### src/rtl/uart_rxd.sv
// uart_rxd: 8N1 UART receiver (LSB first, idle-high line) for the uart_txd link.
// A baud counter started on the start-bit edge samples each bit at its centre.
module uart_rxd #(
    parameter int unsigned CLK_FREQ  = 50_000_000,
    parameter int unsigned BAUD_RATE = 115200
) (
    input  logic       clk,
    input  logic       rst,
    input  logic       i_rs232_rxd,
    output logic       o_baudrate_rx_clk_en,
    output logic [7:0] o_data,
    output logic       o_rx_done,
    output logic       o_frame_err
);
    localparam int unsigned BAUD_CNT = CLK_FREQ / BAUD_RATE;
    localparam int unsigned HALF_CNT = BAUD_CNT / 2;
    localparam int unsigned CNT_W    = $clog2(BAUD_CNT);
    localparam logic [CNT_W-1:0] HALF_LAST = CNT_W'(HALF_CNT - 1);
    localparam logic [CNT_W-1:0] BAUD_LAST = CNT_W'(BAUD_CNT - 1);

    typedef enum logic [2:0] {
        IDLE,
        START,
        DATA,
        STOP,
        BREAK
    } state_t;

    state_t           state, state_nx;
    logic [CNT_W-1:0] clk_cnt, clk_cnt_nx;
    logic [2:0]       bit_cnt, bit_cnt_nx;
    logic [7:0]       shift, shift_nx;
    logic [7:0]       data_nx;
    logic             done_nx, err_nx;
    logic             rxd_m, rxd_s, rxd_d;
    logic             fall;

    // Synchronizer and delay flop reset high so leaving reset on an idle line is silent
    always_ff @(posedge clk or posedge rst) begin
        if (rst) begin
            rxd_m <= 1'b1;
            rxd_s <= 1'b1;
            rxd_d <= 1'b1;
        end else begin
            rxd_m <= i_rs232_rxd;
            rxd_s <= rxd_m;
            rxd_d <= rxd_s;
        end
    end

    assign fall = ~rxd_s & rxd_d;

    always_comb begin
        state_nx   = state;
        clk_cnt_nx = clk_cnt + 1'b1;
        bit_cnt_nx = bit_cnt;
        shift_nx   = shift;
        data_nx    = o_data;
        done_nx    = 1'b0;
        err_nx     = 1'b0;
        unique case (state)
            IDLE: begin
                clk_cnt_nx = '0;
                bit_cnt_nx = '0;
                if (fall) state_nx = START;
            end
            START: begin
                if (clk_cnt == HALF_LAST) begin
                    clk_cnt_nx = '0;
                    bit_cnt_nx = '0;
                    state_nx   = rxd_s ? IDLE : DATA;
                end
            end
            DATA: begin
                if (clk_cnt == BAUD_LAST) begin
                    clk_cnt_nx = '0;
                    shift_nx   = {rxd_s, shift[7:1]};
                    if (bit_cnt == 3'd7) state_nx = STOP;
                    else bit_cnt_nx = bit_cnt + 1'b1;
                end
            end
            STOP: begin
                if (clk_cnt == BAUD_LAST) begin
                    clk_cnt_nx = '0;
                    if (rxd_s) begin
                        data_nx  = shift;
                        done_nx  = 1'b1;
                        state_nx = IDLE;
                    end else begin
                        err_nx   = 1'b1;
                        state_nx = BREAK;
                    end
                end
            end
            BREAK: begin
                // A held-low line stays here rather than re-framing as 0x00 bytes
                clk_cnt_nx = '0;
                if (rxd_s) state_nx = IDLE;
            end
            default: begin
                clk_cnt_nx = '0;
                state_nx   = IDLE;
            end
        endcase
    end

    always_ff @(posedge clk or posedge rst) begin
        if (rst) begin
            state       <= IDLE;
            clk_cnt     <= '0;
            bit_cnt     <= '0;
            shift       <= '0;
            o_data      <= '0;
            o_rx_done   <= 1'b0;
            o_frame_err <= 1'b0;
        end else begin
            state       <= state_nx;
            clk_cnt     <= clk_cnt_nx;
            bit_cnt     <= bit_cnt_nx;
            shift       <= shift_nx;
            o_data      <= data_nx;
            o_rx_done   <= done_nx;
            o_frame_err <= err_nx;
        end
    end

    always_comb o_baudrate_rx_clk_en = (state == START) || (state == DATA) || (state == STOP);

endmodule

### config.mk
export PLATFORM = sky130hd
export DESIGN_NAME = uart_rxd
export DESIGN_NICKNAME = d
export VERILOG_FILES = /design/src/rtl/uart_rxd.sv
export SDC_FILE = /design/constraint.sdc
export NUM_CORES = 1
export LEC_CHECK = 0
export ABC_AREA = 1
export CAP_MARGIN = 20
export CORE_MARGIN = 4
export CORE_UTILIZATION = 30
export DETAILED_ROUTE_END_ITERATION = 12
export DONT_BUFFER_PORTS = 1
export GPL_ROUTABILITY_DRIVEN = 0
export GPL_TIMING_DRIVEN = 0
export SETUP_SLACK_MARGIN = 0.2
export SLEW_MARGIN = 20
export SYNTH_ARGS = -nofsm -noshare
export SYNTH_HDL_FRONTEND = slang
export SYNTH_SLANG_ARGS = --single-unit
### constraint.sdc
create_clock -name clk -period 1.79 [get_ports clk]
set_clock_uncertainty 0.2 [all_clocks]
set_input_delay 0.4475 -clock clk [delete_from_list [all_inputs] [get_ports clk]]
set_output_delay 0.4475 -clock clk [all_outputs]
set_load 0.02 [all_outputs]
Word level (Yosys, flattened, before mapping)
Index checks and enable logic that the tools add are counted.
{"block": "totals", "ff_bits": 36, "latchBits": 0, "ram_bits": 0, "romBits": 0, "in_bits": 3, "n_memories": 0}
{"block": "classes", "add_sub_neg": 2, "multipliers": 0, "n_div": 0, "magnitude_cmp": 0, "eq_ne": 14, "shift": 0, "mux": 22, "bitwise_logic": 2, "reduce_logical": 9}
{"cell": "2-to-1 mux 3 bit", "n": 10}
{"cell": "2-to-1 mux 9 bit", "n": 2}
{"cell": "case mux 9 bit (2 select lines)", "n": 1}
{"cell": "case mux 3 bit (5 select lines)", "n": 1}
{"cell": "inequality test 2 bit, second input constant", "n": 7}
{"cell": "adder 9 x 1 -> 9 bit, second input constant", "n": 1}
{"cell": "== test 9 x 8 -> 1 bit, second input constant", "n": 1}
{"cell": "== test 9 bit, second input constant", "n": 1}
{"cell": "case mux 3 bit (3 select lines)", "n": 1}
{"cell": "== test 3 x 2 -> 1 bit, second input constant", "n": 2}
{"cell": "== test 3 bit, second input constant", "n": 2}
{"cell": "2-to-1 mux 1 bit", "n": 6}
{"cell": "AND reduction 6 bit", "n": 1}
{"cell": "AND reduction 4 bit", "n": 1}
{"cell": "adder 3 x 1 -> 3 bit, second input constant", "n": 1}
{"cell": "== test 3 x 1 -> 1 bit, second input constant", "n": 1}
{"cell": "zero test 3 bit", "n": 1}
{"cell": "AND reduction 3 bit", "n": 1}
{"cell": "nonzero test 3 bit", "n": 1}
{"cell": "logical OR 1 bit", "n": 2}
{"cell": "2-to-1 mux 2 bit", "n": 1}
{"cell": "AND reduction 2 bit", "n": 1}
{"cell": "OR reduction 2 bit", "n": 1}
{"cell": "AND 1 bit", "n": 1}
{"cell": "inverter 1 bit", "n": 1}

Longest topological paths before layout
{"block": "logic_depth", "depth_word": 4, "mapped_depth": 10, "depth_no_buf": 9}

Worst setup path after synthesis
OpenSTA, ideal clock, no wires.
{"block": "synth_timing", "path_kind": "reg-to-reg", "from": "register clk_cnt[1]", "to": "register o_data[7]", "t_arrival_ns": 1.256, "required_ns": 1.473, "setup_slack_ns": 0.216, "path_stages_with_launch": 11, "cell_sequence": "dfrtp_1 inv_1 ha_1 nand2_1 nor2_2 nand2_4 inv_6 nand3_4 buf_6 nand2_2 o21ai_2"}
{"block": "synth_between", "elab_chain_len": 2}
{"item": "start: declaration", "line_no": "30", "source": "logic [CNT_W-1:0] clk_cnt, clk_cnt_nx;"}
{"item": "start signal: assignment", "line_no": "118", "source": "clk_cnt <= clk_cnt_nx;"}
{"item": "== test 9 bit", "line_no": "83", "source": "if (clk_cnt == BAUD_LAST) begin"}
{"item": "AND reduction 3 bit (no source line)"}
{"item": "end signal: assignment", "line_no": "121", "source": "o_data <= data_nx;"}
{"item": "end: declaration", "line_no": "11", "source": "output logic [7:0] o_data,"}
No other way between the ends.
A chain may end at the register's enable or synchronous reset.

Worst setup path in the final report
{"block": "layout_timing", "from": "register clk_cnt[1]", "to": "register o_data[6]"}
The elaborated chain is that of the path after synthesis.

==> out/qor.yml <==
route:
  wl_per_cell_um: 12.2
  first_pass_iters: 4
  routed_via_density: 4.52
  via_count: 1333
  drt_wl_total_mm: 3.60
  drtIter0Drc: 50
  post-route-drc-count: 0
  antenna_left: 0
sta:
  fmax_mhz: 616
  finalCritPeriodShare_pct: 90.6
  setup_violations: 0
  period_minus_slack_ns: 1.62
  grt_setup_unrepaired: "yes"
  slew-limit-headroom_pct: 58.9
  whs_ns: 0.158
  slew_violations: 0
  hold_viol_final: 0
  worst_pin_slew_ns: 0.616
synth:
  syn-num-nets: 207
  seq_area_frac_synth_pct: 51.9
  syn-instance-count: 199
  synth_area_mm2: 0.00174
  synth_seq_cells: 36
  yosysTopAreaCellShare_pct: 47.3
  synth_cell_type_count: 26
  yosysWarnings: 0
  synth.avg_cell_area_um2: 8.76
  yosys.area.top_type: "dfrtp_1"
  yosys-top-cells-area: "dfrtp_1 47%, nand2_1 11%, inv_1 5.8%"
grt:
  overflow: 0
  grt_pass1_vias: 1277
  grt_max_degree: 37
  grt_pass1_wl_mm: 5.78
  grt_usage_pct: 10.2
  grt_antenna_before_repair: 0
finish:
  fin_nets: 230
  final_cell_mix: "41 x nand2_1, 29 x dfrtp_1, 24 x inv_1"
  n_antenna_cell: 0
  multi_input_area_um2: 821
  num-fill-cells: 530
  area_growth_pct: 31.3
  final_common_cell: "nand2_1"
  fin_cells: 295
  regArea_um2: 910
  drive_gt1_share_pct: 36.8
run_status:
  outcome: "finished clean"
setup_path:
  crit_path_start_kind: "register"
  regToRegSetupSlack_ns: 0.17
  crit_type: "register to register"
  crit_path_end_kind: "register"
  worstPathArrival_ns: 1.61
  required_ns: 1.77
  worstPathMaxFanout: 6
run:
  max_cap_viol_count: 0
clocking:
  clk_pin_slew_ns: 0.07
  cts_root_buf: "clkbuf_8"
  clk_latency_ns: 0.29
  clockBufferDepth: 2
  cts_made_buffers: 5
  cts_tree: "yes"
  cts_htree_levels: 2
  clock-sinks: 36
floorplan:
  core_mm2: 0.00557
  rows: 27
  io_pins: 14
  die-height_um: 84.3
  die_w_um: 84.3
  dieArea_mm2: 0.00710
  initial_utilization_pct: 31.3
place:
  port_buffers: 0
  dp_cells: 271
  dp_hpwl_mm: 2.15
power:
  powerDensity_mw_per_mm2: 1140
  cellLeakagePower_nw: 1.08
  irDropWorstVdd_v: 0.000412
  power.total_mw: 2.62
min_path:
  hold_path_class: "register to register"
==> kinds of logic after synthesis <==
group | Yosys count | synth area share (%)
xor+xnor | 3 | 1.51
simple gates | 93 | 24.5
buf+inv | 35 | 8.97
fa+ha+maj | 5 | 3.59
flops | 36 | 51.9
compound gates | 27 | 9.61
==> cell type report <==
class / count / share of cell area, %
Buffer: 4 / 2.46
Clock buffer: 6 / 3.17
Clock inverter: 2 / 1.53
Inverter: 31 / 5.35
Multi-Input combinational cell: 128 / 35.8
Sequential cell: 36 / 39.7
Tap cell: 72 / 3.93
Timing Repair Buffer: 16 / 8.03
==> stage by stage <==
| step | cell area [µm²] | setup WS (ns) | setup TNS (ns) | utilization [%] |
|---|---|---|---|---|
| 6_report | 2290 | 0.168 | 0 | 41.1 |
| 5_1_grt | 2290 | 0.0656 | 0 | 41.1 |
| 2_1_floorplan | 1740 | 0.216 | 0 | - |
| 3_3_place_gp | 1830 | -0.0917 | -2.98 | 32.9 |
| 3_5_place_dp | 1830 | 0.0513 | 0 | 32.9 |
| 4_1_cts | 2110 | 0.179 | 0 | 37.8 |
==> path summary, 6_finish.rpt <==
kind                            startpoint   endpoint  depth (start not counted)
worst min-delay path                 rxd_m      rxd_s                          0
worst max-delay path            clk_cnt[1]  o_data[6]                         10
worst max register to register  clk_cnt[1]  o_data[6]                         10
max in group asynchronous              rst   state[0]                          2
worst min register to register       rxd_m      rxd_s                          0
min in group asynchronous              rst  o_rx_done                          2
==> critical path, cell delays in order, from the launching register on <==
cell	delay, ns
dfrtp_1	0.40
inv_2	0.09
ha_4	0.14
nand2_4	0.05
nor2_4	0.09
nand2_4	0.09
clkinv_4	0.07
nand3_4	0.11
buf_6	0.17
nand2_2	0.06
o21ai_2	0.05
==> what timing repair did <==
action / 4_1_cts / 5_1_grt
setup endpoints to repair: 31 / 56
setup buffers: 4 / 7
pin swaps: 4 / 6
cloned: 1 / 2
gates resized for setup: 28 / 24
endpoints found under the hold margin: 34 / 0
hold buffers: 2 / 0
==> cell usage after synthesis <==
master,instances
nand3_1,7
o21ai_0,2
xor2_1,2
inv_6,1
buf_2,1
dfrtp_1,33
inv_2,3
a21boi_0,1
nor2_4,1
nor4_1,1
a21oi_1,8
nand2_4,2
nand3_4,1
nand2_1,53
o21ai_1,8
xnor2_1,1
inv_1,27
nor2_1,16
o21ai_2,8
nand4_1,6
ha_1,5
dfstp_2,3
nor2_2,3
buf_4,1
buf_6,2
nand2_2,3
==> sequential cells by signal (all words and copies together), names as in the netlist <==
signal / cells
clk_cnt: 9
o_data: 8
shift: 8
bit_cnt: 3
state: 3
o_frame_err: 1
o_rx_done: 1
rxd_d: 1
rxd_m: 1
rxd_s: 1
==> metal layers <==
layer	wire length, µm	vias to the layer above	global-route usage (%)
li1	-	669	-
met1	1720	637	13.1
met2	1640	18	15.1
met3	147	9	3.43
met4	88	0	5.26
met5	0	-	0
==> power by group <==
group / leakage [nW] / switching, mW / internal, mW
clock: 0.0552 / 0.296 / 0.413
sequential: 0.482 / 0.0879 / 0.887
combinational: 0.545 / 0.506 / 0.426
No activity file was read; power rests on OpenSTA's default activity.
